[src/rtl/spike_injector.sv]
// Spike injector: buffers routed spike packets written by the host in a
// first-word-fall-through FIFO and releases them downstream as one burst
// per start pulse. The burst FSM (IDLE/SEND/DONE) gates the downstream
// port, and its state is visible on state_o.
//
// Handshakes:
//   Upstream:   a packet transfers on a rising edge where wr_en=1 and
//               wr_ready=1. wr_en while wr_ready=0 is dropped and sets the
//               sticky overflow_error flag.
//   Downstream: empty_out=0 means "valid" and dout holds the head packet.
//               ren_in is the consumer's read strobe. A packet transfers on
//               a rising edge where empty_out=0 and ren_in=1. ren_in while
//               empty_out=1 has no effect.
module spike_injector #(
  parameter int PACKET_WIDTH = 30,
  parameter int DEPTH        = 16,
  parameter int COUNT_WIDTH  = 16
) (
  input  logic                    clk,
  input  logic                    rst_n,
  input  logic                    wr_en,
  input  logic [PACKET_WIDTH-1:0] wr_data,
  output logic                    wr_ready,
  input  logic                    start,
  input  logic                    ren_in,
  output logic                    empty_out,
  output logic [PACKET_WIDTH-1:0] dout,
  output logic                    busy,
  output logic                    done,
  output logic [COUNT_WIDTH-1:0]  sent_count,
  output logic                    overflow_error,
  output logic [1:0]              state_o
);

  localparam int PTR_W = $clog2(DEPTH);

  typedef enum logic [1:0] {
    ST_IDLE = 2'd0,
    ST_SEND = 2'd1,
    ST_DONE = 2'd2
  } state_t;

  state_t                  state_q, state_d;
  logic [PTR_W-1:0]        rd_ptr_q, rd_ptr_d;
  logic [PTR_W-1:0]        wr_ptr_q, wr_ptr_d;
  logic [PTR_W:0]          count_q, count_d;
  logic [COUNT_WIDTH-1:0]  sent_q, sent_d;
  logic                    ovf_q, ovf_d;
  logic [PACKET_WIDTH-1:0] mem_q [DEPTH];

  logic full;
  logic push;
  logic pop;
  logic empty_c;

  // DEPTH is a power of two, so the occupancy MSB is set only at DEPTH.
  assign full = count_q[PTR_W];
  assign push = wr_en & ~full;
  assign pop  = ren_in & ~empty_c;

  // FSM state register.
  always_ff @(posedge clk) begin
    if (!rst_n) begin
      state_q <= ST_IDLE;
    end else begin
      state_q <= state_d;
    end
  end

  // FSM next state: a burst ends on the first edge that sees the FIFO empty,
  // so packets written during SEND join the current burst.
  always_comb begin
    state_d = state_q;
    case (state_q)
      ST_IDLE: if (start) state_d = ST_SEND;
      ST_SEND: if (count_q == '0) state_d = ST_DONE;
      ST_DONE: state_d = ST_IDLE;
      default: state_d = ST_IDLE;
    endcase
  end

  // FSM outputs: the downstream port is only opened while sending.
  always_comb begin
    busy    = (state_q == ST_SEND);
    done    = (state_q == ST_DONE);
    empty_c = !((state_q == ST_SEND) && (count_q != '0));
  end

  // FIFO pointer, occupancy and status next-state logic.
  always_comb begin
    rd_ptr_d = rd_ptr_q;
    wr_ptr_d = wr_ptr_q;
    count_d  = count_q;
    sent_d   = sent_q;
    ovf_d    = ovf_q;
    if (push) wr_ptr_d = wr_ptr_q + 1'b1;
    if (pop) begin
      rd_ptr_d = rd_ptr_q + 1'b1;
      sent_d   = sent_q + 1'b1;
    end
    case ({push, pop})
      2'b10:   count_d = count_q + 1'b1;
      2'b01:   count_d = count_q - 1'b1;
      default: count_d = count_q;
    endcase
    if (wr_en && full) ovf_d = 1'b1;
  end

  // FIFO pointer, occupancy and status registers.
  always_ff @(posedge clk) begin
    if (!rst_n) begin
      rd_ptr_q <= '0;
      wr_ptr_q <= '0;
      count_q  <= '0;
      sent_q   <= '0;
      ovf_q    <= 1'b0;
    end else begin
      rd_ptr_q <= rd_ptr_d;
      wr_ptr_q <= wr_ptr_d;
      count_q  <= count_d;
      sent_q   <= sent_d;
      ovf_q    <= ovf_d;
    end
  end

  // Packet storage; contents are meaningless while the FIFO is empty, so no reset.
  always_ff @(posedge clk) begin
    if (push) mem_q[wr_ptr_q] <= wr_data;
  end

  assign dout           = mem_q[rd_ptr_q];
  assign empty_out      = empty_c;
  assign wr_ready       = ~full;
  assign sent_count     = sent_q;
  assign overflow_error = ovf_q;
  assign state_o        = state_q;

endmodule

[config.mk]
export PLATFORM = sky130hd
export DESIGN_NAME = spike_injector
export DESIGN_NICKNAME = d
export VERILOG_FILES = /design/src/rtl/spike_injector.sv
export SDC_FILE = /design/constraint.sdc
export NUM_CORES = 1
export LEC_CHECK = 0
export BUFFER_PORTS_ARGS = -buffer_cell sky130_fd_sc_hd__clkbuf_2
export CAP_MARGIN = 20
export CORE_ASPECT_RATIO = 1.1
export CORE_MARGIN = 5
export CORE_UTILIZATION = 40
export CTS_BUF_LIST = sky130_fd_sc_hd__clkbuf_2
export DETAILED_ROUTE_END_ITERATION = 8
export PLACE_DENSITY = 0.59
export SETUP_SLACK_MARGIN = 0.02
export SYNTH_ARGS = -nofsm -noshare
export SYNTH_HDL_FRONTEND = slang
export SYNTH_SLANG_ARGS = --single-unit
export TNS_END_PERCENT = 1
[constraint.sdc]
create_clock -name clk -period 8.4 [get_ports clk]
set_clock_uncertainty 0.15 [all_clocks]
set_input_delay 0.42 -clock clk [delete_from_list [all_inputs] [get_ports clk]]
set_output_delay 0.42 -clock clk [all_outputs]
set_load 0.005 [all_outputs]
* Word level (Yosys, flattened, before mapping)
Memories as Yosys holds them, arrays and structs flattened. A register that Yosys moved wholly into a read port is not among the register bits.
Cells that the tools add are included.
** Storage, ports and cells
- Register bits :: 32
- RAM bits :: 480
- Output and inout bits :: 53
- Word-level logic and storage cells :: 37
- Memories kept :: 1
** Memory list
- mem_q :: depth 16, width 30, rd ports 1, clocked after memory_dff 1, wr ports 1, line 49 : logic [PACKET_WIDTH-1:0] mem_q [DEPTH];
** Operators by class
- Add/sub/neg operators :: 5
- Equality and inequality tests :: 6
- Mux-type cells :: 8
- Bitwise operators :: 3
- Reduce and logical (&&, ||, !) cells :: 8
** Operators by type and width (number)
- $add 16x1->16 const B :: 1
- $pmux 5 s2 :: 1
- $add 4x1->4 const B :: 2
- $mux 4 :: 2
- $add 5x1->5 const B :: 1
- $logic_not 5->1 :: 1
- $reduce_bool 5->1 :: 1
- $sub 5x1->5 const B :: 1
- $eq 2x1->1 const B :: 2
- $eq 2x2->1 const B :: 2
- $mux 2 :: 2
- $pmux 2 s2 :: 1
- $and 1x1->1 :: 2
- $logic_and 1x1->1 :: 2
- $logic_not 2->1 :: 1
- $mux 1 :: 2
- $ne 2x1->1 const B :: 1
- $ne 2x2->1 const B :: 1
- $reduce_and 2->1 :: 1
- $reduce_bool 2->1 :: 1
- $logic_not 1->1 :: 1
- $not 1->1 :: 1

* Logic depth before layout (Yosys ltp)
- Depth after elaboration :: 5
- Depth in mapped cells :: 13

* Least setup slack after synthesis
OpenSTA, ideal clock, no wires.
- Path kind :: input port to flip-flop
- Start point :: input wr_en
- End point :: memory mem_q[3][0], enable pin
- Setup time :: 0.455 ns
- Arrival time :: 2.924 ns
- Required time :: 7.795 ns
- Setup slack :: 4.871 ns
- Stages :: 4
- Buffers on the path :: 1
- Cells stage by stage :: nor2b_1 buf_2 nand2_1 nor3_1
** Between the ends
- Cells in the longest elaborated chain, start to end :: 3
** Ends and longest elaborated chain
- start: declaration :: line 21 : input logic wr_en,
- $and 1x1->1 :: line 58 : assign push = wr_en & ~full;
- $mux 1 :: line 128 : if (push) mem_q[wr_ptr_q] <= wr_data;
- $mux 1 (not written as such) :: line 128
- end: declaration :: line 49
No other way between the ends.

==> results.py <==
metrics = {
    "die": {
        "ios": 88,
        "design.die.area_mm2": 0.05395,
        "fp.coreArea_mm2": 0.04892,
        "dieWidth_um": 221.9,
        "die_h_um": 243.1,
        "start_util_pct": 40.39,
        "fp-row-count": 85,
    },
    "cells_and_area": {
        "layout.nets": 1171,
        "syn_to_final_growth_pct": 15.39,
        "drive_gt1_share_pct": 38.49,
    },
    "global_routing": {
        "grt_max_degree": 121,
        "antenna_found_initial": 2,
        "grt-ovfl-total": 0,
        "grt_pass1_vias": 10640,
        "grt_first_pass_wirelength_um": 65590,
        "grt_use_total_pct": 16.11,
    },
    "detailed_routing": {
        "first_pass_iters": 5,
        "dr.first_iter.drc_count": 593,
        "final_antenna_net_count": 0,
        "via_per_inst": 5.177,
        "wirelength_um": 43160,
        "wl_per_cell_um": 22.92,
        "drc": 0,
        "num_vias": 9748,
    },
    "clocking": {
        "h-tree-depth": 3,
        "cts_tree": "yes",
        "clkSinkCount": 516,
        "clockRootBuffer": "clkbuf_2",
        "cts.repair.resized": 0,
        "clkTransAtPathRegs_ns": 0.11,
        "postCtsSetupBuffers": 0,
        "cts_max_path_buffers": 3,
        "clk_latency_ns": 1.05,
        "numCtsBuffers": 121,
    },
    "logic_synthesis": {
        "yosys_warnings": 0,
        "synthArstFlopShare_pct": 0,
        "yosysUniqueCellTypes": 41,
        "post_synth.cell_area_avg_um2": 22.38,
        "synth-xor-area-share_pct": 0.8864,
        "postSynthCellCount": 883,
        "synth_edf_count": 480,
        "ys.flop_type": "edfxtp_1",
        "synth_fa_ha_area_share_pct": 0.5698,
        "muxShareOfSynthArea_pct": 17.25,
        "synth_top_family_by_area": "multiplexers",
        "synth_seq_cells": 516,
        "synthSimpleGateAreaFrac_pct": 2.520,
        "synthesis.nets": 927,
        "synth-compound-area-share_pct": 0.9814,
        "synth-seq-area-share_pct": 76.59,
        "netlist_area_mm2": 0.01976,
    },
    "placement": {
        "gp_congestion": 0.7188,
        "hpwlAfterDp_um": 20550,
        "port_buffers": 87,
        "pre_cts_ws_ns": 4.841,
    },
    "pwr": {
        "ir_drop_v": 0.0001157,
        "power.leakage_nw": 7.321,
        "p_per_area_mw_per_mm2": 209.0,
    },
    "setup_path": {
        "cp_slowest_cell": "buf_4",
        "crit_type": "register to primary output",
        "cp_common_cell": "mux4_2",
        "worstSetupStartpointType": "register",
        "worstPathRequired_ns": 7.83,
        "critPathMaxStageDelay_ns": 0.97,
        "critPathCaptureType": "primary output",
        "crit_chain": "buf_4, mux4_2, mux4_2, clkbuf_2",
        "path_max_fanout": 73,
        "cp.arrival_ns": 4.01,
    },
    "timing": {
        "rsz0062_at_grt": "false",
        "finalCriticalPeriod_ns": 4.582,
        "period_share_pct": 54.55,
        "slew_headroom_pct": 25.11,
        "hold-worst-slack_ns": 0.1355,
        "tightest_slew_ns": 1.123,
        "timing.setup.tns_ns": 0,
        "setup_ws_ns": 3.818,
        "slew_viol_final": 0,
        "finalHoldViolCount": 0,
        "setup_violations": 0,
        "fmax_mhz": 218.2,
    },
    "outcome": {
        "outcome": "complete, no violations",
    },
    "job": {
        "cap_viol_max_count": 0,
    },
    "min_path": {
        "min_path_type": "primary input to register",
    },
}
-- area by class of cell --
class                           count  area (um2)
Multi-Input combinational cell    316        4498
Antenna cell                        2       5.005
Timing Repair Buffer              162        1149
Sequential cell                   516       15140
Fill cell                        4219       26120
Clock inverter                     52       284.0
Inverter                           10       40.04
Clock buffer                      173       865.8
Tap cell                          652       815.8
-- cell usage in the layout, fill, tap and decap left out, types with 2 or more instances in the layout --
| cell type | n |
|---|---|
| mux4_2 | 150 |
| o21ai_1 | 3 |
| dlygate4sd3_1 | 55 |
| nand4_1 | 4 |
| clkbuf_2 | 260 |
| o21ai_0 | 4 |
| buf_4 | 19 |
| inv_1 | 7 |
| nand3_1 | 4 |
| clkinv_2 | 9 |
| nand3b_1 | 2 |
| nor2b_1 | 4 |
| nor2_4 | 12 |
| and4_1 | 2 |
| and3_1 | 2 |
| dfxtp_2 | 2 |
| a31oi_1 | 2 |
| nor2_1 | 28 |
| xnor2_1 | 10 |
| diode_2 | 2 |
| mux2i_1 | 3 |
| dfxtp_4 | 2 |
| nand2b_1 | 4 |
| ha_1 | 9 |
| clkinv_1 | 37 |
| nand2_1 | 23 |
| clkinvlp_4 | 2 |
| dfxtp_1 | 32 |
| or3_1 | 4 |
| clkinv_4 | 2 |
| edfxtp_1 | 480 |
| nor3_2 | 4 |
| a21oi_1 | 14 |
| a2111oi_0 | 2 |
| xor2_1 | 10 |
| nor3_1 | 6 |
| bufinv_16 | 2 |
-- power breakdown --
part / internal (mW) / switching, mW
registers: 2.84 / 0.0153
logic: 0.145 / 0.157
clock network: 0.630 / 0.979
total: 3.61 / 1.15
-- metrics by stage --
step	power (mW)	cells	cell area (um2)	utilization, %
after global routing	5.013	1882	22800	46.60
after detailed placement	3.201	1601	21100	43.12
after CTS	4.839	1881	22800	46.60
after global placement	3.195	1601	21100	43.12
after floorplan	3.090	883	19760	-
final	4.765	1883	22800	46.61
-- path summary, 6_finish.rpt --
| kind | endpoint | depth (start not counted) | slack [ns] | from |
|---|---|---|---|---|
| max | dout[16] | 4 | 3.82 | register |
| min | mem_q[5][8]$_DFFE_PP_ | 2 | 0.14 | wr_data[8] |
| max reg2reg | count_q[4]$_SDFFE_PN0P_ | 10 | 5.07 | count_q[1]$_SDFFE_PN0P_ |
| min reg2reg | sent_count[1]$_SDFFE_PN0P_ | 2 | 0.35 | sent_count[1]$_SDFFE_PN0P_ |
-- registers in the layout (all words and copies together) (netlist names), named ones only --
name / cells
count_q: 5
mem_q: 480
overflow_error: 1
rd_ptr_q: 4
sent_count: 16
state_o: 2
wr_ptr_q: 4
-- routing by layer --
layer,global-route usage [%],up-vias,routed length [um],part of all wire (%)
met4,5.077,0,641,1.5
met3,3.625,53,2586,6.0
li1,-,4268,-,-
met2,26.10,304,21090,49
met5,0,-,0,0
met1,22.03,5123,18840,44
-- worst max-delay path: cells and delay by family (launching register included) --
| kind | cells | cell delay, ns |
|---|---|---|
| DFF | 1 | 0.85 |
| muxes | 2 | 0.96 |
| buffers and inverters | 2 | 1.12 |
-- kinds of logic after synthesis --
family,count (synthesis)
xor+xnor,20
buf+inv,51
fa+ha+maj,9
flops,516
compound gates,29
simple gates,105
mux,153
-- synth_stat cells, types with 2 or more instances --
cell / number / area, um2
a2111oi_0: 2 / 17.52
a21oi_1: 14 / 70.07
a31oi_1: 2 / 12.51
and3_1: 2 / 12.51
and4_1: 2 / 17.52
buf_1: 6 / 22.52
buf_2: 6 / 30.03
buf_4: 10 / 75.07
clkbuf_1: 19 / 71.32
dfxtp_1: 36 / 720.7
edfxtp_1: 480 / 14410
ha_1: 9 / 112.6
inv_1: 7 / 26.28
mux2i_1: 3 / 30.03
mux4_2: 150 / 3378
nand2_1: 23 / 86.33
nand2b_1: 4 / 25.02
nand3_1: 4 / 20.02
nand3b_1: 2 / 15.01
nand4_1: 4 / 25.02
nor2_1: 40 / 150.1
nor2b_1: 4 / 25.02
nor3_1: 10 / 50.05
o21ai_0: 4 / 20.02
o21ai_1: 3 / 15.01
or3_1: 4 / 25.02
xnor2_1: 10 / 87.58
xor2_1: 10 / 87.58
-- repair_timing --
action | 4_1_cts | 5_1_grt
hold endpoints to repair | 516 | 0
hold buffers | 55 | 0
endpoints found under the setup margin | 0 | 0
No activity file was read; power rests on OpenSTA's default activity.
